**src/rtl/common_pkg.sv**
```systemverilog
// common_pkg
// Shared bus widths and Wishbone arbiter types used across the SoC top level.
//   WB_ADDR_WIDTH       : peripheral address width
//   DATA_WIDTH          : bus data width
//   WB_NUM_CONTROLLERS  : bus masters behind the arbiter (C0 SPI1 bridge, C1 video fetch)
//   WB_NUM_PERIPHERALS  : bus slaves (0 RAM bridge, 1 register file, 2 keyboard)
package common_pkg;

    localparam int WB_ADDR_WIDTH      = 24;
    localparam int DATA_WIDTH         = 8;
    localparam int WB_NUM_CONTROLLERS = 2;
    localparam int WB_NUM_PERIPHERALS = 3;

    typedef enum logic [0:0] {
        IDLE     = 1'b0,
        WAIT_ACK = 1'b1
    } wb_arb_state_t;

endpackage

```
**src/rtl/wb_read_mux.sv**
```systemverilog
// wb_read_mux
// Combinational ack/read-data select over the peripherals. If more than one
// peripheral acknowledges at the same time, the lowest index wins.
//   ack      : per-peripheral ack
//   data     : per-peripheral read data
//   ack_any  : at least one peripheral acknowledged
//   data_sel : read data of the winning peripheral, 0 if none
module wb_read_mux
    import common_pkg::*;
(
    input  logic [WB_NUM_PERIPHERALS-1:0]                 ack,
    input  logic [WB_NUM_PERIPHERALS-1:0][DATA_WIDTH-1:0] data,
    output logic                                          ack_any,
    output logic [DATA_WIDTH-1:0]                         data_sel
);

    always_comb begin
        ack_any  = |ack;
        data_sel = '0;
        // walk downwards so the lowest acking index is the last assignment
        for (int i = WB_NUM_PERIPHERALS - 1; i >= 0; i--) begin
            if (ack[i]) begin
                data_sel = data[i];
            end
        end
    end

endmodule

```
**src/rtl/wb_arbiter.sv**
```systemverilog
// wb_arbiter
// Slot-based Wishbone arbiter between two controllers and three peripherals.
// A controller may only start a transaction on its timing slot strobe; one
// transaction is outstanding at a time and its ack / read data / error are
// routed back only to the controller that issued it.
//
// Build option: define WB_ARB_TIMEOUT_EN to abort a WAIT_ACK that sees no
// ack for TIMEOUT_CYCLES cycles and flag cN_err_o. Without it cN_err_o is 0
// and WAIT_ACK waits indefinitely.
//
// Ports:
//   wb_clock_i, wb_reset_i        : clock, async active-high reset
//   grant_strobe_i, cN_grant_i    : slot strobe and slot owner from timing
//   cN_addr_i/data_i/we_i/cycle_i/strobe_i : controller N request
//   cN_data_o/stall_o/ack_o/err_o : controller N response
//   wb_addr_o/data_o/we_o/cycle_o/strobe_o : request to peripherals
//   wb_stall_i                    : OR of peripheral stalls
//   sN_data_i, sN_ack_i           : peripheral N response
//
// state    | meaning
// IDLE     | no transaction outstanding; waiting for a granted slot strobe
// WAIT_ACK | strobe issued for owner_q; waiting for ack, abort or timeout
module wb_arbiter
    import common_pkg::*;
#(
    parameter int TIMEOUT_CYCLES = 16
) (
    input  logic                     wb_clock_i,
    input  logic                     wb_reset_i,
    input  logic                     grant_strobe_i,
    input  logic                     c0_grant_i,
    input  logic                     c1_grant_i,
    input  logic [WB_ADDR_WIDTH-1:0] c0_addr_i,
    input  logic [DATA_WIDTH-1:0]    c0_data_i,
    input  logic                     c0_we_i,
    input  logic                     c0_cycle_i,
    input  logic                     c0_strobe_i,
    output logic [DATA_WIDTH-1:0]    c0_data_o,
    output logic                     c0_stall_o,
    output logic                     c0_ack_o,
    output logic                     c0_err_o,
    input  logic [WB_ADDR_WIDTH-1:0] c1_addr_i,
    input  logic [DATA_WIDTH-1:0]    c1_data_i,
    input  logic                     c1_we_i,
    input  logic                     c1_cycle_i,
    input  logic                     c1_strobe_i,
    output logic [DATA_WIDTH-1:0]    c1_data_o,
    output logic                     c1_stall_o,
    output logic                     c1_ack_o,
    output logic                     c1_err_o,
    output logic [WB_ADDR_WIDTH-1:0] wb_addr_o,
    output logic [DATA_WIDTH-1:0]    wb_data_o,
    output logic                     wb_we_o,
    output logic                     wb_cycle_o,
    output logic                     wb_strobe_o,
    input  logic                     wb_stall_i,
    input  logic [DATA_WIDTH-1:0]    s0_data_i,
    input  logic                     s0_ack_i,
    input  logic [DATA_WIDTH-1:0]    s1_data_i,
    input  logic                     s1_ack_i,
    input  logic [DATA_WIDTH-1:0]    s2_data_i,
    input  logic                     s2_ack_i
);

    if (TIMEOUT_CYCLES < 2 || TIMEOUT_CYCLES > 255) begin : g_bad_timeout
        $error("wb_arbiter: TIMEOUT_CYCLES must be within 2..255");
    end

    wb_arb_state_t state_q;
    logic          owner_q;     // 0 = C0, 1 = C1

    logic [WB_NUM_PERIPHERALS-1:0]                 per_ack;
    logic [WB_NUM_PERIPHERALS-1:0][DATA_WIDTH-1:0] per_data;
    logic                                          ack_any;
    logic [DATA_WIDTH-1:0]                         ack_data;

    logic in_wait;
    logic c1_slot;      // C1 holds the slot (C0 wins an illegal double grant)
    logic grant_any;
    logic cand;
    logic cand_valid;
    logic cand_cycle;
    logic cand_strobe;
    logic slot_open;
    logic issue;
    logic deliver;
    logic abort;
    logic timeout_hit;

    assign per_ack  = {s2_ack_i, s1_ack_i, s0_ack_i};
    assign per_data = {s2_data_i, s1_data_i, s0_data_i};

    wb_read_mux u_read_mux (
        .ack      (per_ack),
        .data     (per_data),
        .ack_any  (ack_any),
        .data_sel (ack_data)
    );

`ifdef WB_ARB_TIMEOUT_EN
    localparam logic [7:0] TIMEOUT_LAST = 8'(TIMEOUT_CYCLES - 1);
    logic [7:0] wait_count_q;

    assign timeout_hit = in_wait && cand_cycle && !ack_any && (wait_count_q == TIMEOUT_LAST);

    always_ff @(posedge wb_clock_i or posedge wb_reset_i) begin
        if (wb_reset_i) begin
            wait_count_q <= '0;
        end else if (issue) begin
            wait_count_q <= '0;
        end else if (in_wait && !ack_any) begin
            wait_count_q <= wait_count_q + 8'd1;
        end
    end
`else
    assign timeout_hit = 1'b0;
`endif

    always_comb begin
        in_wait    = (state_q == WAIT_ACK);
        c1_slot    = !c0_grant_i && c1_grant_i;
        grant_any  = c0_grant_i || c1_grant_i;
        cand       = in_wait ? owner_q : c1_slot;
        cand_valid = in_wait || grant_any;

        wb_addr_o   = cand ? c1_addr_i : c0_addr_i;
        wb_data_o   = cand ? c1_data_i : c0_data_i;
        wb_we_o     = cand ? c1_we_i   : c0_we_i;
        cand_cycle  = cand ? c1_cycle_i  : c0_cycle_i;
        cand_strobe = cand ? c1_strobe_i : c0_strobe_i;

        // reset gating keeps the bus quiet while reset is held, whatever the
        // controllers are driving
        wb_cycle_o  = !wb_reset_i && cand_valid && cand_cycle;
        slot_open   = !wb_reset_i && !in_wait && grant_strobe_i && !wb_stall_i;
        issue       = slot_open && grant_any && cand_cycle && cand_strobe;
        wb_strobe_o = issue;

        c0_stall_o = !(slot_open && c0_grant_i);
        c1_stall_o = !(slot_open && c1_slot);

        // an owner that drops cycle_i loses any ack arriving in that cycle
        abort   = in_wait && !cand_cycle;
        deliver = in_wait && cand_cycle && ack_any;

        c0_ack_o  = deliver && !owner_q;
        c1_ack_o  = deliver &&  owner_q;
        c0_data_o = (deliver && !owner_q) ? ack_data : '0;
        c1_data_o = (deliver &&  owner_q) ? ack_data : '0;
        c0_err_o  = timeout_hit && !owner_q;
        c1_err_o  = timeout_hit &&  owner_q;
    end

    always_ff @(posedge wb_clock_i or posedge wb_reset_i) begin
        if (wb_reset_i) begin
            state_q <= IDLE;
            owner_q <= 1'b0;
        end else begin
            case (state_q)
                IDLE: begin
                    if (issue) begin
                        state_q <= WAIT_ACK;
                        owner_q <= cand;
                    end
                end
                WAIT_ACK: begin
                    if (abort || deliver || timeout_hit) begin
                        state_q <= IDLE;
                    end
                end
                default: state_q <= IDLE;
            endcase
        end
    end

`ifndef SYNTHESIS
    always @(posedge wb_clock_i) begin
        if (!wb_reset_i) begin
            assert (!(c0_grant_i && c1_grant_i))
                else $warning("wb_arbiter: both grants high, C0 takes the slot");
            assert ($countones(per_ack) <= 1)
                else $warning("wb_arbiter: several peripherals acked, lowest index used");
            assert (!(state_q == IDLE && ack_any))
                else $warning("wb_arbiter: ack with no transaction outstanding, dropped");
        end
    end
`endif

endmodule
```
**config.mk**
```make
export PLATFORM = sky130hd
export DESIGN_NAME = wb_arbiter
export DESIGN_NICKNAME = d
export VERILOG_FILES = /design/src/rtl/common_pkg.sv /design/src/rtl/wb_read_mux.sv /design/src/rtl/wb_arbiter.sv
export SDC_FILE = /design/constraint.sdc
export NUM_CORES = 1
export LEC_CHECK = 0
export CORE_ASPECT_RATIO = 0.9
export CORE_UTILIZATION = 20
export DETAILED_ROUTE_END_ITERATION = 8
export GPL_TIMING_DRIVEN = 0
export PLACE_DENSITY = 0.8
export SYNTH_ARGS = -nofsm -noshare
export SYNTH_HDL_FRONTEND = slang
export SYNTH_SLANG_ARGS = --single-unit
```
**constraint.sdc**
```tcl
create_clock -name wb_clock_i -period 2.3 [get_ports wb_clock_i]
set_clock_uncertainty 0.1 [all_clocks]
set_input_delay 0.575 -clock wb_clock_i [delete_from_list [all_inputs] [get_ports wb_clock_i]]
set_output_delay 0.575 -clock wb_clock_i [all_outputs]
set_load 0.005 [all_outputs]
```
Word level (Yosys, flattened, before mapping)

Index checks and enable logic that the tools add are counted.

Output and inout port bits: 57
Register bits after elaboration: 2
Input bits: 103

Reductions and logical operators: 29
Multiplexer cells: 14
Bitwise operators: 1

Operators with widths:

| cell                               | number |
|---|---|
| 8-bit 2-to-1 mux                   | 6 |
| 24-bit 2-to-1 mux                  | 1 |
| 1-bit logical AND                  | 16 |
| 1-bit zero test                    | 8 |
| 1-bit 2-to-1 mux                   | 6 |
| 1-bit logical OR                   | 3 |
| 3-bit OR reduction                 | 1 |
| 1-bit case mux with 2 select lines | 1 |
| 2-bit AND reduction                | 1 |
| 1-bit NOT                          | 1 |

Longest topological paths before layout

Depth after elaboration: 9
Mapped depth: 6

By module

From an unflattened synthesis, not the netlist that was laid out.

Cell total of the unflattened synthesis: 121
Area total of the unflattened synthesis: 1,011.0 um^2

Modules (own cells, without submodules):

| module      | cells each | times used | area an instance (um^2) |
|---|---|---|---|
| wb_arbiter  | 85         | 1          | 784.5 |
| wb_read_mux | 36         | 1          | 226.5 |

Least setup slack after synthesis

No wires, ideal clock.

Path type: input-to-output
From: in c1_grant_i
To: out wb_addr_o[10]
Path buffers: 1
Arrival time: 1,525 ps
Stages: 4
Slack: 100 ps
Cell sequence: nor3b_2 -> a21oi_4 -> buf_6 -> mux2_2

Longest elaborated chain between the ends: 3

RTL lines:

| element           | line              | text |
|---|---|---|
| start, declared   | wb_arbiter.sv:32  | `input logic c1_grant_i,` |
| 1-bit logical AND | wb_arbiter.sv:121 | `c1_slot = !c0_grant_i && c1_grant_i;` |
| 1-bit 2-to-1 mux  | wb_arbiter.sv:123 | `cand = in_wait ? owner_q : c1_slot;` |
| 24-bit 2-to-1 mux | wb_arbiter.sv:126 | `wb_addr_o = cand ? c1_addr_i : c0_addr_i;` |
| end, declared     | wb_arbiter.sv:51  | `output logic [WB_ADDR_WIDTH-1:0] wb_addr_o,` |

Every way passes these cells.

Final worst setup path

From: in c0_grant_i
To: out wb_addr_o[9]

Longest elaborated chain between the ends: 4

RTL lines:

| element           | line              | text |
|---|---|---|
| start, declared   | wb_arbiter.sv:31  | `input logic c0_grant_i,` |
| 1-bit zero test   | wb_arbiter.sv:121 |  |
| 1-bit logical AND | wb_arbiter.sv:121 |  |
| 1-bit 2-to-1 mux  | wb_arbiter.sv:123 |  |
| 24-bit 2-to-1 mux | wb_arbiter.sv:126 |  |

Every way passes these cells.

==> metrics.txt <==
status=finished, violations left; failing checks=negative setup slack; DR DRC count=0; RSZ-0062 raised after global routing=true; Routed Antenna Nets=0; Total Wirelength=5.55 mm; Leak Pwr=approximately 1.5 nW; CTS sink cnt=2; fin area=between 0.003 and 0.004 sq mm; Core Util, Final=73.4%; HPWL after DPL=3.88 mm; Internal=~520 uW; final hold vios=0; Synth async-reset ratio=100%; EDFF count, synth=0; Die X-Extent=71.5 microns; synthesized cell area=868 sq um; vias per cell=4.77; most frequent cells in the layout=85 x clkdlybuf4s50_1, 43 x buf_6, 29 x mux2_4; Worst EP required=1.62 ns; critical path capture point type=primary output; Final nets=398; die height=64.5 microns; H-tree depth=1; Mapped Cells=105; Worst-path clk slew=about 0.03 ns; post-route setup slack=-0.148 ns; maximum root-to-sink buffer count=2; Worst Path Max Fanout=5; initial drt markers=56; crit path launch type=input pin; Sw Share=25.9%; Max Cap Viol=0; hold_buf cts=0; drt wl/cell=16.3 microns; power per standard cell area=232 mW/mm^2; first-pass GRT wire length=roughly 8.3 mm; warnings from Yosys=0; worst hold slack=0.327 ns; register area share after synthesis=under 10%; Yosys reg bits=2; Post-DP Area=0.00248 sq mm; Final setup viols=35; VDD IR-drop max=0.315 mV; Synth top area share=a little over two fifths; Psw=182 uW; TritonCTS clock tree=done; CP Class=in -> out; IO Count=between 150 and 200; first drt pass iteration count=4; dominant synthesized flop cell=dfrtp_1; vias in the first global route=~1700; Initial Util=21.0%; Area Growth Syn to Fin=249%; DIE AREA=between 0.004 and 0.005 sq mm; Fill cells=306; sequential share of power=5.2%; pin count of the biggest net entering global routing=11; All-Layer GR Usage=23.5%; top cells by area, synth=mux2_2 43%, a221o_1 9.2%, nor2_1 6.9%, dfrtp_1 5.8%, o21ai_0 5.2%; clock network fraction of design power=19.5%; n_diodes=0; Row Count=22; via count=around 1600; global route overflow=0; Avg Synthesized Cell Area=8.27 sq um; share of layout cells above drive strength 1=50.9%; crit path DAT=1.77 ns; Placement Setup Slack=-0.964 ns; TritonCTS buffer count=3; Hold Crit Class=in -> async; fin crit share=106%; max-slew violation count=0; initial antenna violation count=0; clock tree root buffer cell=clkbuf_8; Fmax achieved=408 MHz; GP Congestion=0.739; core footprint=a little over 0.004 sq mm; most common cell after layout, fill and taps aside=clkdlybuf4s50_1; dominant cell type by area after synthesis=mux2_2; Netlist cell types=25; final worst path period need=2.45 ns; IO buf count=155; Skew-Pair Late Insertion Delay=0.21 ns; Gate power share=between 70% and 80%
flip-flops by register name (all words and copies together) (netlist names):
| signal | flops |
|---|---|
| in_wait | 1 |
| owner_q | 1 |
logic make-up (layout without fill, tap and decap cells):
logic type	count (synthesis)	count (layout)	share of synthesized area (%)
compound gates	24	24	21.0
buf+inv	13	200	10.4
flops	2	2	5.76
mux	35	35	45.1
other cells	1	2	0.432
simple gates	30	30	17.3
area by class of cell:
class / instances / area [sq um] / area share, %
plain buffers: 8 / 90.1 / 2.97
well taps: 48 / 60.1 / 1.98
flip-flops and latches: 2 / 50.0 / 1.65
multi-input cells: 91 / 963 / 31.8
repair buffers: 185 / 1810 / 59.7
inverters: 4 / 15.0 / 0.496
clock buffers: 3 / 41.3 / 1.36
stage by stage:
step,total power [mW],std cells,TNS (ns)
2_1_floorplan,0.156,106,0
3_3_place_gp,0.434,309,-45.45
3_5_place_dp,0.438,309,-45.64
4_1_cts,0.696,340,-4.93
5_1_grt,0.739,341,-5.49
6_report,0.702,341,-4.04
synthesized netlist by cell type (2+ instances only):
cell / n
mux2_2: 33
nor2_1: 16
o21ai_0: 9
a221o_1: 8
buf_6: 4
inv_1: 4
nor3_1: 4
buf_2: 3
nand2_1: 3
a21oi_1: 2
buf_4: 2
dfrtp_1: 2
mux2i_1: 2
nor2b_1: 2
power groups by stage:
stage | clock, mW | combinational, mW | sequential (mW)
after floorplan | 0 | 0.120 | 0.0365
after global placement | 0 | 0.398 | 0.0366
after detailed placement | 0 | 0.402 | 0.0366
after CTS | 0.140 | 0.520 | 0.0363
after global routing | 0.145 | 0.558 | 0.0363
final | 0.137 | 0.529 | 0.0363
critical path, cell delays in order:
cell and delay, ns:
buf_6 0.11, nor3b_4 0.21, a21oi_4 0.06, buf_12 0.14
buf_8 0.12, buf_8 0.13, mux2_4 0.31, buf_6 0.12
final timing paths:
path,slack [ns],depth (start not counted),startpoint,end
setup / recovery,-0.15,8,c0_grant_i,wb_addr_o[9]
hold / removal,0.33,2,wb_reset_i,owner_q
setup reg to reg,0.12,13,in_wait,owner_q
hold reg to reg,0.61,2,owner_q,owner_q
max in group asynchronous,1.66,2,wb_reset_i,in_wait
min in group wb_clock_i,0.61,2,owner_q,owner_q
metal layers:
layer	routed length, microns	global-route usage [%]	share of wire, %	vias to the layer above
met3	296	3.42	5.3	10
met5	0	0	0	-
li1	-	-	-	774
met1	2100	25.6	38	770
met4	78	6.13	1.4	0
met2	3070	47.0	55	72
timing repair:
| action | CTS | global route |
|---|---|---|
| gates resized for setup | 349 | 8 |
| buffers inserted | 26 | 4 |
| pin swaps | 20 | 9 |
| gates cloned | 3 | 0 |
| endpoints found under the setup margin | 55 | 54 |
Note: power is estimated with default switching activity, not from simulation.
